$ cat src/rtl/dds_pkg.sv
// Shared types and helpers for the quadrature NCO: quadrant encoding,
// quarter-wave folding and table sizing.
package dds_pkg;

  typedef enum logic [1:0] {
    Q0 = 2'd0,
    Q1 = 2'd1,
    Q2 = 2'd2,
    Q3 = 2'd3
  } quad_t;

  // Widest in-quadrant offset the fold helper supports (ADDR_W up to 18).
  localparam int unsigned MAX_A_W = 16;

  typedef struct packed {
    logic               negate;
    logic [MAX_A_W:0]   rom_addr;
  } fold_t;

  function automatic int unsigned quarter_points(input int unsigned addr_w);
    return 32'd1 << (addr_w - 32'd2);
  endfunction

  // Odd quadrants walk the table backwards from T[Q]; the lower half-cycle is negated.
  function automatic fold_t fold_idx(input quad_t quad, input logic [MAX_A_W-1:0] a,
                                     input int unsigned q);
    fold_t f;
    f.negate = (quad == Q2) || (quad == Q3);
    if ((quad == Q1) || (quad == Q3))
      f.rom_addr = (MAX_A_W + 1)'(q) - {1'b0, a};
    else
      f.rom_addr = {1'b0, a};
    return f;
  endfunction

endpackage

$ cat src/rtl/dds_quad_nco_if.sv
// Control and sample bus of the quadrature NCO.
interface dds_quad_nco_if #(
  parameter int unsigned PHASE_W = 32,
  parameter int unsigned DATA_W  = 12
);
  logic               en;
  logic               phase_clr;
  logic [PHASE_W-1:0] fcw;
  logic [PHASE_W-1:0] phase_off;
  logic [DATA_W-1:0]  sin_out;
  logic [DATA_W-1:0]  cos_out;
  logic               out_valid;

  modport master (
    output en, phase_clr, fcw, phase_off,
    input  sin_out, cos_out, out_valid
  );

  modport slave (
    input  en, phase_clr, fcw, phase_off,
    output sin_out, cos_out, out_valid
  );
endinterface

$ cat src/rtl/dds_qw_rom.sv
// Quarter-wave sine magnitude table, (Q+1) entries, two registered read ports.
// Contents are T[k] = round(A*sin(k*pi/(2Q))), built at elaboration.
module dds_qw_rom
  import dds_pkg::*;
#(
  parameter int unsigned ADDR_W = 8,
  parameter int unsigned DATA_W = 12
) (
  input  logic              clk,
  input  logic              rst_n,
  input  logic [ADDR_W-2:0] addr_a,
  input  logic [ADDR_W-2:0] addr_b,
  output logic [DATA_W-2:0] data_a,
  output logic [DATA_W-2:0] data_b
);

  localparam int unsigned Q     = quarter_points(ADDR_W);
  localparam int unsigned DEPTH = Q + 1;
  localparam int unsigned MAG_W = DATA_W - 1;
  localparam longint      A     = (longint'(1) <<< MAG_W) - 1;
  localparam int unsigned FX    = 28;
  localparam longint      PI_FX = 64'sd843314857;

  // Fixed-point Taylor series (2^-28 scale, terms to x^17) so the table needs no real math.
  function automatic longint sin_mag(input longint k);
    longint x, term, sum, m;
    x    = (k * PI_FX) / (longint'(2) * longint'(Q));
    term = x;
    sum  = x;
    for (int unsigned n = 1; n <= 8; n++) begin
      term = (term * x) >>> FX;
      term = -(((term * x) >>> FX) / longint'((2 * n) * (2 * n + 1)));
      sum  = sum + term;
    end
    m = (A * sum + (longint'(1) <<< (FX - 1))) >>> FX;
    if (m < 0) m = 0;
    if (m > A) m = A;
    return m;
  endfunction

  logic [MAG_W-1:0] tbl [DEPTH];

  for (genvar k = 0; k < DEPTH; k++) begin : g_tab
    localparam longint M = sin_mag(longint'(k));
    assign tbl[k] = MAG_W'(M);
  end

  always_ff @(posedge clk or negedge rst_n) begin
    if (!rst_n) begin
      data_a <= '0;
      data_b <= '0;
    end else begin
      data_a <= tbl[addr_a];
      data_b <= tbl[addr_b];
    end
  end

endmodule

$ cat src/rtl/dds_quad_nco.sv
// Quadrature NCO: phase accumulator with offset, quarter-wave fold to a shared
// table, and a 3-stage pipeline producing simultaneous sin and cos samples.
module dds_quad_nco
  import dds_pkg::*;
#(
  parameter int unsigned PHASE_W    = 32,
  parameter int unsigned ADDR_W     = 8,
  parameter int unsigned DATA_W     = 12,
  parameter bit          OFFSET_BIN = 1'b0,
  parameter string       INIT_FILE  = "dat/data_sin.dat"
) (
  input  logic           clk,
  input  logic           rst_n,
  dds_quad_nco_if.slave  io
);

  localparam int unsigned Q     = quarter_points(ADDR_W);
  localparam int unsigned A_W   = ADDR_W - 2;
  localparam int unsigned RA_W  = ADDR_W - 1;
  localparam int unsigned MAG_W = DATA_W - 1;

  logic [PHASE_W-1:0] acc;
  logic [PHASE_W-1:0] phase;
  logic [ADDR_W-1:0]  p_sin;
  logic [ADDR_W-1:0]  p_cos;
  fold_t              f_sin;
  fold_t              f_cos;

  logic               s1_vld, s2_vld;
  logic [RA_W-1:0]    s1_addr_s, s1_addr_c;
  logic               s1_neg_s, s1_neg_c;
  logic               s2_neg_s, s2_neg_c;
  logic [MAG_W-1:0]   mag_s, mag_c;

  function automatic logic [DATA_W-1:0] fmt(input logic [MAG_W-1:0] mag, input logic neg);
    logic [DATA_W-1:0] v;
    v = {1'b0, mag};
    if (neg) v = -v;
    if (OFFSET_BIN) v[DATA_W-1] = ~v[DATA_W-1];
    return v;
  endfunction

  always_ff @(posedge clk or negedge rst_n) begin
    if (!rst_n)             acc <= '0;
    else if (io.phase_clr)  acc <= '0;
    else if (io.en)         acc <= acc + io.fcw;
  end

  // S1 folds from the pre-increment accumulator, so a clear+enable edge still issues the old phase.
  always_comb begin
    phase = acc + io.phase_off;
    p_sin = phase[PHASE_W-1 -: ADDR_W];
    p_cos = p_sin + ADDR_W'(Q);
    f_sin = fold_idx(quad_t'(p_sin[ADDR_W-1 -: 2]), MAX_A_W'(p_sin[A_W-1:0]), Q);
    f_cos = fold_idx(quad_t'(p_cos[ADDR_W-1 -: 2]), MAX_A_W'(p_cos[A_W-1:0]), Q);
  end

  always_ff @(posedge clk or negedge rst_n) begin
    if (!rst_n) begin
      s1_vld    <= 1'b0;
      s1_addr_s <= '0;
      s1_addr_c <= '0;
      s1_neg_s  <= 1'b0;
      s1_neg_c  <= 1'b0;
    end else begin
      s1_vld <= io.en;
      if (io.en) begin
        s1_addr_s <= RA_W'(f_sin.rom_addr);
        s1_addr_c <= RA_W'(f_cos.rom_addr);
        s1_neg_s  <= f_sin.negate;
        s1_neg_c  <= f_cos.negate;
      end
    end
  end

  dds_qw_rom #(
    .ADDR_W (ADDR_W),
    .DATA_W (DATA_W)
  ) u_rom (
    .clk    (clk),
    .rst_n  (rst_n),
    .addr_a (s1_addr_s),
    .addr_b (s1_addr_c),
    .data_a (mag_s),
    .data_b (mag_c)
  );

  always_ff @(posedge clk or negedge rst_n) begin
    if (!rst_n) begin
      s2_vld   <= 1'b0;
      s2_neg_s <= 1'b0;
      s2_neg_c <= 1'b0;
    end else begin
      s2_vld   <= s1_vld;
      s2_neg_s <= s1_neg_s;
      s2_neg_c <= s1_neg_c;
    end
  end

  // Outputs only load on a valid slot, so bubbles leave the last sample in place.
  always_ff @(posedge clk or negedge rst_n) begin
    if (!rst_n) begin
      io.out_valid <= 1'b0;
      io.sin_out   <= '0;
      io.cos_out   <= '0;
    end else begin
      io.out_valid <= s2_vld;
      if (s2_vld) begin
        io.sin_out <= fmt(mag_s, s2_neg_s);
        io.cos_out <= fmt(mag_c, s2_neg_c);
      end
    end
  end

endmodule

$ cat src/flat_wrapper.sv
// flat-port wrapper written by rule: the top's interface ports become plain ports
module dds_quad_nco_flat import dds_pkg::*;
#(
  parameter int unsigned PHASE_W    = 32,
  parameter int unsigned ADDR_W     = 8,
  parameter int unsigned DATA_W     = 12,
  parameter bit          OFFSET_BIN = 1'b0,
  parameter string       INIT_FILE  = "                "
)
  (clk, rst_n, io_en, io_phase_clr, io_fcw, io_phase_off, io_sin_out, io_cos_out, io_out_valid);
  dds_quad_nco_if #(.PHASE_W(PHASE_W), .DATA_W(DATA_W)) io_i ();
  input  logic clk;
  input  logic rst_n;
  input wire logic [$bits(io_i.en)-1:0] io_en;
  input wire logic [$bits(io_i.phase_clr)-1:0] io_phase_clr;
  input wire logic [$bits(io_i.fcw)-1:0] io_fcw;
  input wire logic [$bits(io_i.phase_off)-1:0] io_phase_off;
  output wire logic [$bits(io_i.sin_out)-1:0] io_sin_out;
  output wire logic [$bits(io_i.cos_out)-1:0] io_cos_out;
  output wire logic [$bits(io_i.out_valid)-1:0] io_out_valid;
  assign io_i.en = io_en;
  assign io_i.phase_clr = io_phase_clr;
  assign io_i.fcw = io_fcw;
  assign io_i.phase_off = io_phase_off;
  assign io_sin_out = io_i.sin_out;
  assign io_cos_out = io_i.cos_out;
  assign io_out_valid = io_i.out_valid;
  dds_quad_nco #(.PHASE_W(PHASE_W), .ADDR_W(ADDR_W), .DATA_W(DATA_W), .OFFSET_BIN(OFFSET_BIN), .INIT_FILE(INIT_FILE)) u_core (.clk(clk), .rst_n(rst_n), .io(io_i));
endmodule
$ cat config.mk
export PLATFORM = sky130hd
export DESIGN_NAME = dds_quad_nco_flat
export DESIGN_NICKNAME = d
export VERILOG_FILES = /design/src/rtl/dds_pkg.sv /design/src/rtl/dds_quad_nco_if.sv /design/src/rtl/dds_qw_rom.sv /design/src/rtl/dds_quad_nco.sv /design/src/flat_wrapper.sv
export SDC_FILE = /design/constraint.sdc
export NUM_CORES = 1
export LEC_CHECK = 0
export CAP_MARGIN = 40
export CORE_ASPECT_RATIO = 1.1
export CORE_MARGIN = 3
export CORE_UTILIZATION = 30
export CTS_CLUSTER_DIAMETER = 150
export DETAILED_ROUTE_END_ITERATION = 7
export HOLD_SLACK_MARGIN = 0.05
export SYNTH_ARGS = -nofsm -noshare
export SYNTH_HDL_FRONTEND = slang
export SYNTH_SLANG_ARGS = --single-unit
export TNS_END_PERCENT = 1
$ cat constraint.sdc
create_clock -name clk -period 4.3 [get_ports clk]
set_clock_uncertainty 0.1 [all_clocks]
set_input_delay 0.645 -clock clk [delete_from_list [all_inputs] [get_ports clk]]
set_output_delay 0.645 -clock clk [all_outputs]
set_load 0.03 [all_outputs]
==> results.ini, run 1 <==
[outcome]
status=complete, no violations

[sta]
finalSetupTns_ps=0
tightest_slew_ps=855.8
slew_headroom_pct=42.95
setup_viol=0
final.min_clock_period_ps=3796
fin_ws_ps=504.3
fin_crit_sh_pct=88.27
slew_viol_final=0
timing.fmax_ghz=0.2635
hold_violations=0
rsz0062_at_grt=false

[grt]
grt_pass1_wl_um=37680
grt_pass1_vias=7625
antenna_found_initial=0
globalRouteOverflowTotal=0
grt_usage_pct=14.54
grt_max_degree=49

[placement]
gp_congestion=0.8925
pre_cts_ws_ps=168.4
hpwlAfterDp_um=16870
io_buffers=92

[drt]
dr.first_iter.drc_count=491
vias_per_cell=5.374
ant_nets=0
avgRoutedWirePerCell_um=15.23
num_vias=7996
drc=0
wirelength_um=22670
dr.pass1.iters=5

[synth]
async_flop_share_pct=100.0
yosys_register_bits=98
yosysWarnings=0
synth.distinct_cells=84
syn_nets=1219
synth-edff-count=0
synth-seq-area-share_pct=28.02
syn_area_mm2=0.008751
synth_ff_type=dfrtp_1
syn_inst=1060
syn_area_per_cell_um2=8.256

[finish]
area_delta_synth_final_pct=17.70
layout_commonest_cell=nor2_1
num_antenna_cells=0
final_cell_mix=nor2_1, a21oi_1, dfrtp_1
final_util_pct=36.44
drive_gt1_share_pct=6.133
fill_cells=2934
layout.nets=1279

[critical_path]
slowest_delay_ps=430
r2r-start=u_core.acc[0]
end_kind=flip-flop
required_ps=4450
startpoint_type=input port
crit_slowest_cell=fa_1
cp.arrival_ps=3950
crit_fanout=3
critPathKind=input port to flip-flop
crit_start=io_fcw[0]
crit_chain=clkdlybuf4s50_1 -> ha_1 -> fa_1 -> a211oi_1 -> o21ai_1 -> a31oi_2 -> a21oi_1 -> a31o_2 -> a221oi_1 -> nor2b_1 -> o41ai_1 -> nor4b_1 -> a211o_1

[clock_network]
cts_setup_buffers=0
clkTransAtPathRegs_ps=80
cts_resized=0
tritoncts=yes
cts_inserted_buffers=9
cts_hold_buf=0
htree_levels=3
clock_latency_ps=360
cts.sinks=98
root_buffer=clkbuf_16
cts_buffer_depth=2

[floorplan]
core_area_mm2=0.02827
die_area_mm2=0.03126
initial_core_util_pct=30.96
rows=64
io_pins=93
die_w_um=168.8
fp.dieH_um=185.1

[power_and_ir_drop]
power_mw=6.293
vdd_drop_max_v=0.0003911
pwr_density_cell_mw_per_mm2=611.0
p_leak_nw=4.561

[worst_hold_path]
hold_path.class=input port to asynchronous set/reset pin

[flow_run]
drv_cap=0

==> synth_stat cells, types with 4 or more instances <==
| cell | number | area, um2 |
|---|---|---|
| mux2i_1 | 25 | 250.2 |
| o21ai_0 | 74 | 370.4 |
| nor3_1 | 14 | 70.07 |
| ha_1 | 90 | 1126 |
| mux2_2 | 7 | 78.83 |
| a211o_1 | 8 | 70.07 |
| nand2b_1 | 8 | 50.05 |
| a311oi_1 | 5 | 43.79 |
| o211ai_1 | 17 | 127.6 |
| nor2_1 | 129 | 484.2 |
| o311ai_0 | 5 | 43.79 |
| xor2_1 | 28 | 245.2 |
| a31oi_1 | 16 | 100.1 |
| nand4_1 | 11 | 68.82 |
| clkbuf_1 | 40 | 150.1 |
| o21ai_1 | 5 | 25.02 |
| or3_1 | 14 | 87.58 |
| a211oi_1 | 23 | 172.7 |
| nor2b_1 | 8 | 50.05 |
| buf_1 | 14 | 52.55 |
| o21bai_1 | 5 | 37.54 |
| o31ai_1 | 4 | 30.03 |
| a21o_1 | 29 | 217.7 |
| a21oi_1 | 102 | 510.5 |
| o221ai_1 | 4 | 35.03 |
| mux4_2 | 5 | 112.6 |
| and3_1 | 4 | 25.02 |
| nand4b_1 | 6 | 52.55 |
| o21a_1 | 5 | 37.54 |
| inv_1 | 35 | 131.4 |
| dfrtp_1 | 98 | 2452 |
| xnor2_1 | 23 | 201.4 |
| nand2_1 | 88 | 330.3 |
| o22ai_1 | 7 | 43.79 |
| nand3_1 | 26 | 130.1 |
==> sequential cells by signal, summed over array words and instances (netlist names), 6 cells and up <==
signal and count:
u_core.acc 32, u_core.io.cos_out 12, u_core.io.sin_out 12, u_core.s1_addr_c 7, u_core.s1_addr_s 6, u_core.u_rom.data_a 11
u_core.u_rom.data_b 11
==> metal layers <==
layer	GRT usage, %	vias up	wire, um
li1	-	3998	-
met1	20.00	3764	10660
met2	23.89	204	10600
met3	2.028	30	965
met4	4.190	0	441
met5	0	-	0
==> critical path: cells and delay by family <==
family,cells,cell delay [ps]
AO/OA/AOI/OAI,8,2040
adder cells (fa/ha/maj),2,660
buffers and inverters,1,400
AND/OR/NAND/NOR,2,200
==> cell families after synthesis <==
logic type / share of synthesized area, %
mux: 5.204
xor+xnor: 5.290
compound gates: 26.17
flops: 28.02
simple gates: 17.54
fa+ha+maj: 13.10
buf+inv: 4.675
==> layout make-up <==
| cell class | instances | area (um2) | share of cell area, % |
|---|---|---|---|
| Timing Repair Buffer | 109 | 1041 | 10.11 |
| Sequential cell | 98 | 2452 | 23.81 |
| Tap cell | 363 | 454.2 | 4.410 |
| Inverter | 38 | 145.1 | 1.409 |
| Clock buffer | 10 | 239.0 | 2.320 |
| Clock inverter | 6 | 78.83 | 0.7653 |
| Multi-Input combinational cell | 864 | 5889 | 57.18 |
==> final timing paths <==
path / to / slack (ps) / depth (start not counted)
max in group asynchronous: u_core.s1_neg_c / 3080 / 2
min: u_core.io.cos_out[2] / 90 / 1
min in group clk: u_core.s2_vld / 250 / 0
max reg2reg: u_core.acc[18] / 790 / 12
min reg2reg: u_core.s2_vld / 250 / 0
max: u_core.acc[18] / 500 / 13
==> power breakdown <==
part | total, mW | switching (mW) | internal (mW) | leakage, nW
sequential | 1.59 | 0.331 | 1.25 | 1.17
combinational | 3.82 | 2.22 | 1.60 | 3.23
clock | 0.886 | 0.403 | 0.483 | 0.158
==> metrics by stage <==
step | area, um2 | hold WS (ps) | std cells
after floorplan | 8751 | 231.2 | 1060
after global placement | 9975 | 236.0 | 1471
after detailed placement | 9982 | 236.3 | 1472
after CTS | 10300 | 91.45 | 1488
after global routing | 10300 | 106.7 | 1488
final | 10300 | 91.35 | 1488
No activity file was read; power rests on OpenSTA's default activity.
==> run 2, diff against run 1 <==
--- a/config.mk
+++ b/config.mk
@@ -8,10 +8,11 @@
 export CAP_MARGIN = 40
 export CORE_ASPECT_RATIO = 1.1
 export CORE_MARGIN = 3
-export CORE_UTILIZATION = 30
+export CORE_UTILIZATION = 50
 export CTS_CLUSTER_DIAMETER = 150
 export DETAILED_ROUTE_END_ITERATION = 7
 export HOLD_SLACK_MARGIN = 0.05
+export PLACE_DENSITY = 0.72
 export SYNTH_ARGS = -nofsm -noshare
 export SYNTH_HDL_FRONTEND = slang
 export SYNTH_SLANG_ARGS = --single-unit
==> constraint.sdc (replaced) <==
create_clock -name clk -period 4.3 [get_ports clk]
set_clock_uncertainty 0.1 [all_clocks]
set_input_delay 0.86 -clock clk [delete_from_list [all_inputs] [get_ports clk]]
set_output_delay 0.86 -clock clk [all_outputs]
set_load 0.03 [all_outputs]
==> run 2 against run 1 <==
Compared with the run above:
- first-iteration DRC count decreased by 2.4%
- clock-buffer cell count is the same
- clock power up 5.8%
- non-clock buffer count rose by 6
- fmax shrank 4.4%
- via count is 0.80% higher
- setup slack got worse by 170 ps
==> results.ini, run 2 (synthesized netlist as in run 1, its figures left out) <==
[grt]
grt_usage_pct=22.22
grt_pass1_vias=7451
top_usage_layer=met2
met3_usage_pct=2.628
antenna_found_initial=0
globalRouteOverflowTotal=0
grt_use_met1_pct=28.42
grt_pass1_wl_um=35410
grt_max_degree=57
met2_usage_pct=38.82

[power_and_ir_drop]
p_leak_nw=4.608
power_mw=6.306
pwr_density_cell_mw_per_mm2=616.5
switching_share_pct=46.02
p_clk_share_pct=14.9
vdd_drop_max_v=0.0002684
combPwrFrac_pct=59.5
seqPwrFrac_pct=25.7
internal_power_mw=3.404
switchingPower_mw=2.902

[clock_network]
cts_resized=0
clkTransAtPathRegs_ps=70
htree_levels=3
tritoncts=yes
root_buffer=clkbuf_16
cts.sinks=98
cts_buffer_depth=2
cts_inserted_buffers=9
cts_setup_buffers=0
clock_latency_ps=360
cts_hold_buf=0

[finish]
layout.nets=1285
area_delta_synth_final_pct=16.90
num_antenna_cells=0
fin_cells=1365
final_cell_mix=nor2_1, a21oi_1, dfrtp_1
drive_gt1_share_pct=6.631
largest-register=u_core.acc
layout_commonest_cell=nor2_1
reg_top3=u_core.acc: 32 flops, u_core.io.cos_out: 12 flops, u_core.io.sin_out: 12 flops
largest_register_ffs=32

[placement]
dp.cells=1349
io_buffers=92
hpwlAfterDp_um=16000
pre_cts_ws_ps=33.30
gp_congestion=0.9216

[critical_path]
end_kind=flip-flop
crit_fanout=3
crit_chain=clkdlybuf4s50_1 -> ha_1 -> fa_1 -> a211oi_1 -> o21ai_1 -> a31oi_2 -> a21oi_1 -> a31o_2 -> a221oi_1 -> nor2b_1 -> o41ai_1 -> nor4b_1 -> a211o_1
slowest_delay_ps=400
required_ps=4450
cp.arrival_ps=4120
startpoint_type=input port
critPathKind=input port to flip-flop
crit_slowest_cell=clkdlybuf4s50_1

[floorplan]
fp.dieH_um=144.8
core_area_mm2=0.01708
rows=50
die_area_mm2=0.01913
io_pins=93
initial_core_util_pct=51.24
die_w_um=132.1

[sta]
slew_headroom_pct=49.44
slew_viol_final=0
timing.fmax_ghz=0.2520
tightest_slew_ps=758.5
rsz0062_at_grt=false
final.min_clock_period_ps=3969
fin_ws_ps=331.5
hold_violations=0
fin_crit_sh_pct=92.29
setup_viol=0
finalSetupTns_ps=0

[drt]
num_vias=8060
dr.first_iter.drc_count=479
avgRoutedWirePerCell_um=15.52
vias_per_cell=5.905
wirelength_um=21190
dr.pass1.iters=5
drc=0
ant_nets=0

[worst_hold_path]
hold_path.class=flip-flop to flip-flop

[flow_run]
drv_cap=0

[outcome]
status=complete, no violations

-- run 2: cell count changes in the layout (fill, tap and decap cells not counted) --
cell,previous run,this run
buf_16,0,1
inv_8,2,1
buf_4,18,23
inv_6,3,2
clkinv_8,0,1
bufinv_16,1,2
-- run 2: critical path, delay by kind of cell --
family                     cells  cell delay (ps)
buffers and inverters          1              400
adders and majority gates      2              610
AOI/OAI and AO/OA              8             2020
and+or+nand+nor                2              220
-- run 2: stage by stage --
step / instance area, um2 / utilization (%) / hold slack (ps)
after global routing: 10230 / 59.90 / 260.4
after detailed placement: 9886 / 57.88 / 241.3
after floorplan: 8751 / - / 231.2
after CTS: 10230 / 59.90 / 257.3
final: 10230 / 59.90 / 255.2
after global placement: 9851 / 57.68 / 233.1
-- run 2: final cells by class --
class | instances | area (um2)
Clock buffer | 10 | 239.0
Sequential cell | 98 | 2452
Fill cell | 1565 | 6849
Clock inverter | 6 | 105.1
Multi-Input combinational cell | 864 | 5889
Tap cell | 234 | 292.8
Inverter | 38 | 145.1
Timing Repair Buffer | 115 | 1106
-- run 2: routing by layer --
| layer | part of all wire [%] | wire [um] | vias to the layer above |
|---|---|---|---|
| li1 | - | - | 4028 |
| met1 | 44 | 9383 | 3793 |
| met2 | 49 | 10400 | 199 |
| met3 | 4.1 | 870 | 40 |
| met4 | 2.5 | 533 | 0 |
| met5 | 0 | 0 | - |
-- run 2: path summary, 6_finish.rpt --
kind                                 from                    to  slack [ps]  cells past startpoint
setup reg to reg           u_core.acc[21]       u_core.s1_neg_c         840                     12
hold / removal              u_core.s1_vld         u_core.s2_vld         260                      0
max in group asynchronous           rst_n  u_core.io.cos_out[3]        3220                      2
setup / recovery                io_fcw[0]        u_core.acc[18]         330                     13
hold reg to reg             u_core.s1_vld         u_core.s2_vld         260                      0
min in group asynchronous           rst_n        u_core.acc[20]         300                      1
-- run 2: power by group through the flow --
| stage | logic (mW) | registers [mW] | clock network (mW) |
|---|---|---|---|
| 5_1_grt | 4.18 | 1.68 | 0.986 |
| 2_1_floorplan | 2.72 | 1.70 | 0 |
| 3_5_place_dp | 3.72 | 1.63 | 0 |
| 3_3_place_gp | 3.68 | 1.62 | 0 |
| 6_report | 3.75 | 1.62 | 0.937 |
| 4_1_cts | 3.74 | 1.62 | 0.958 |
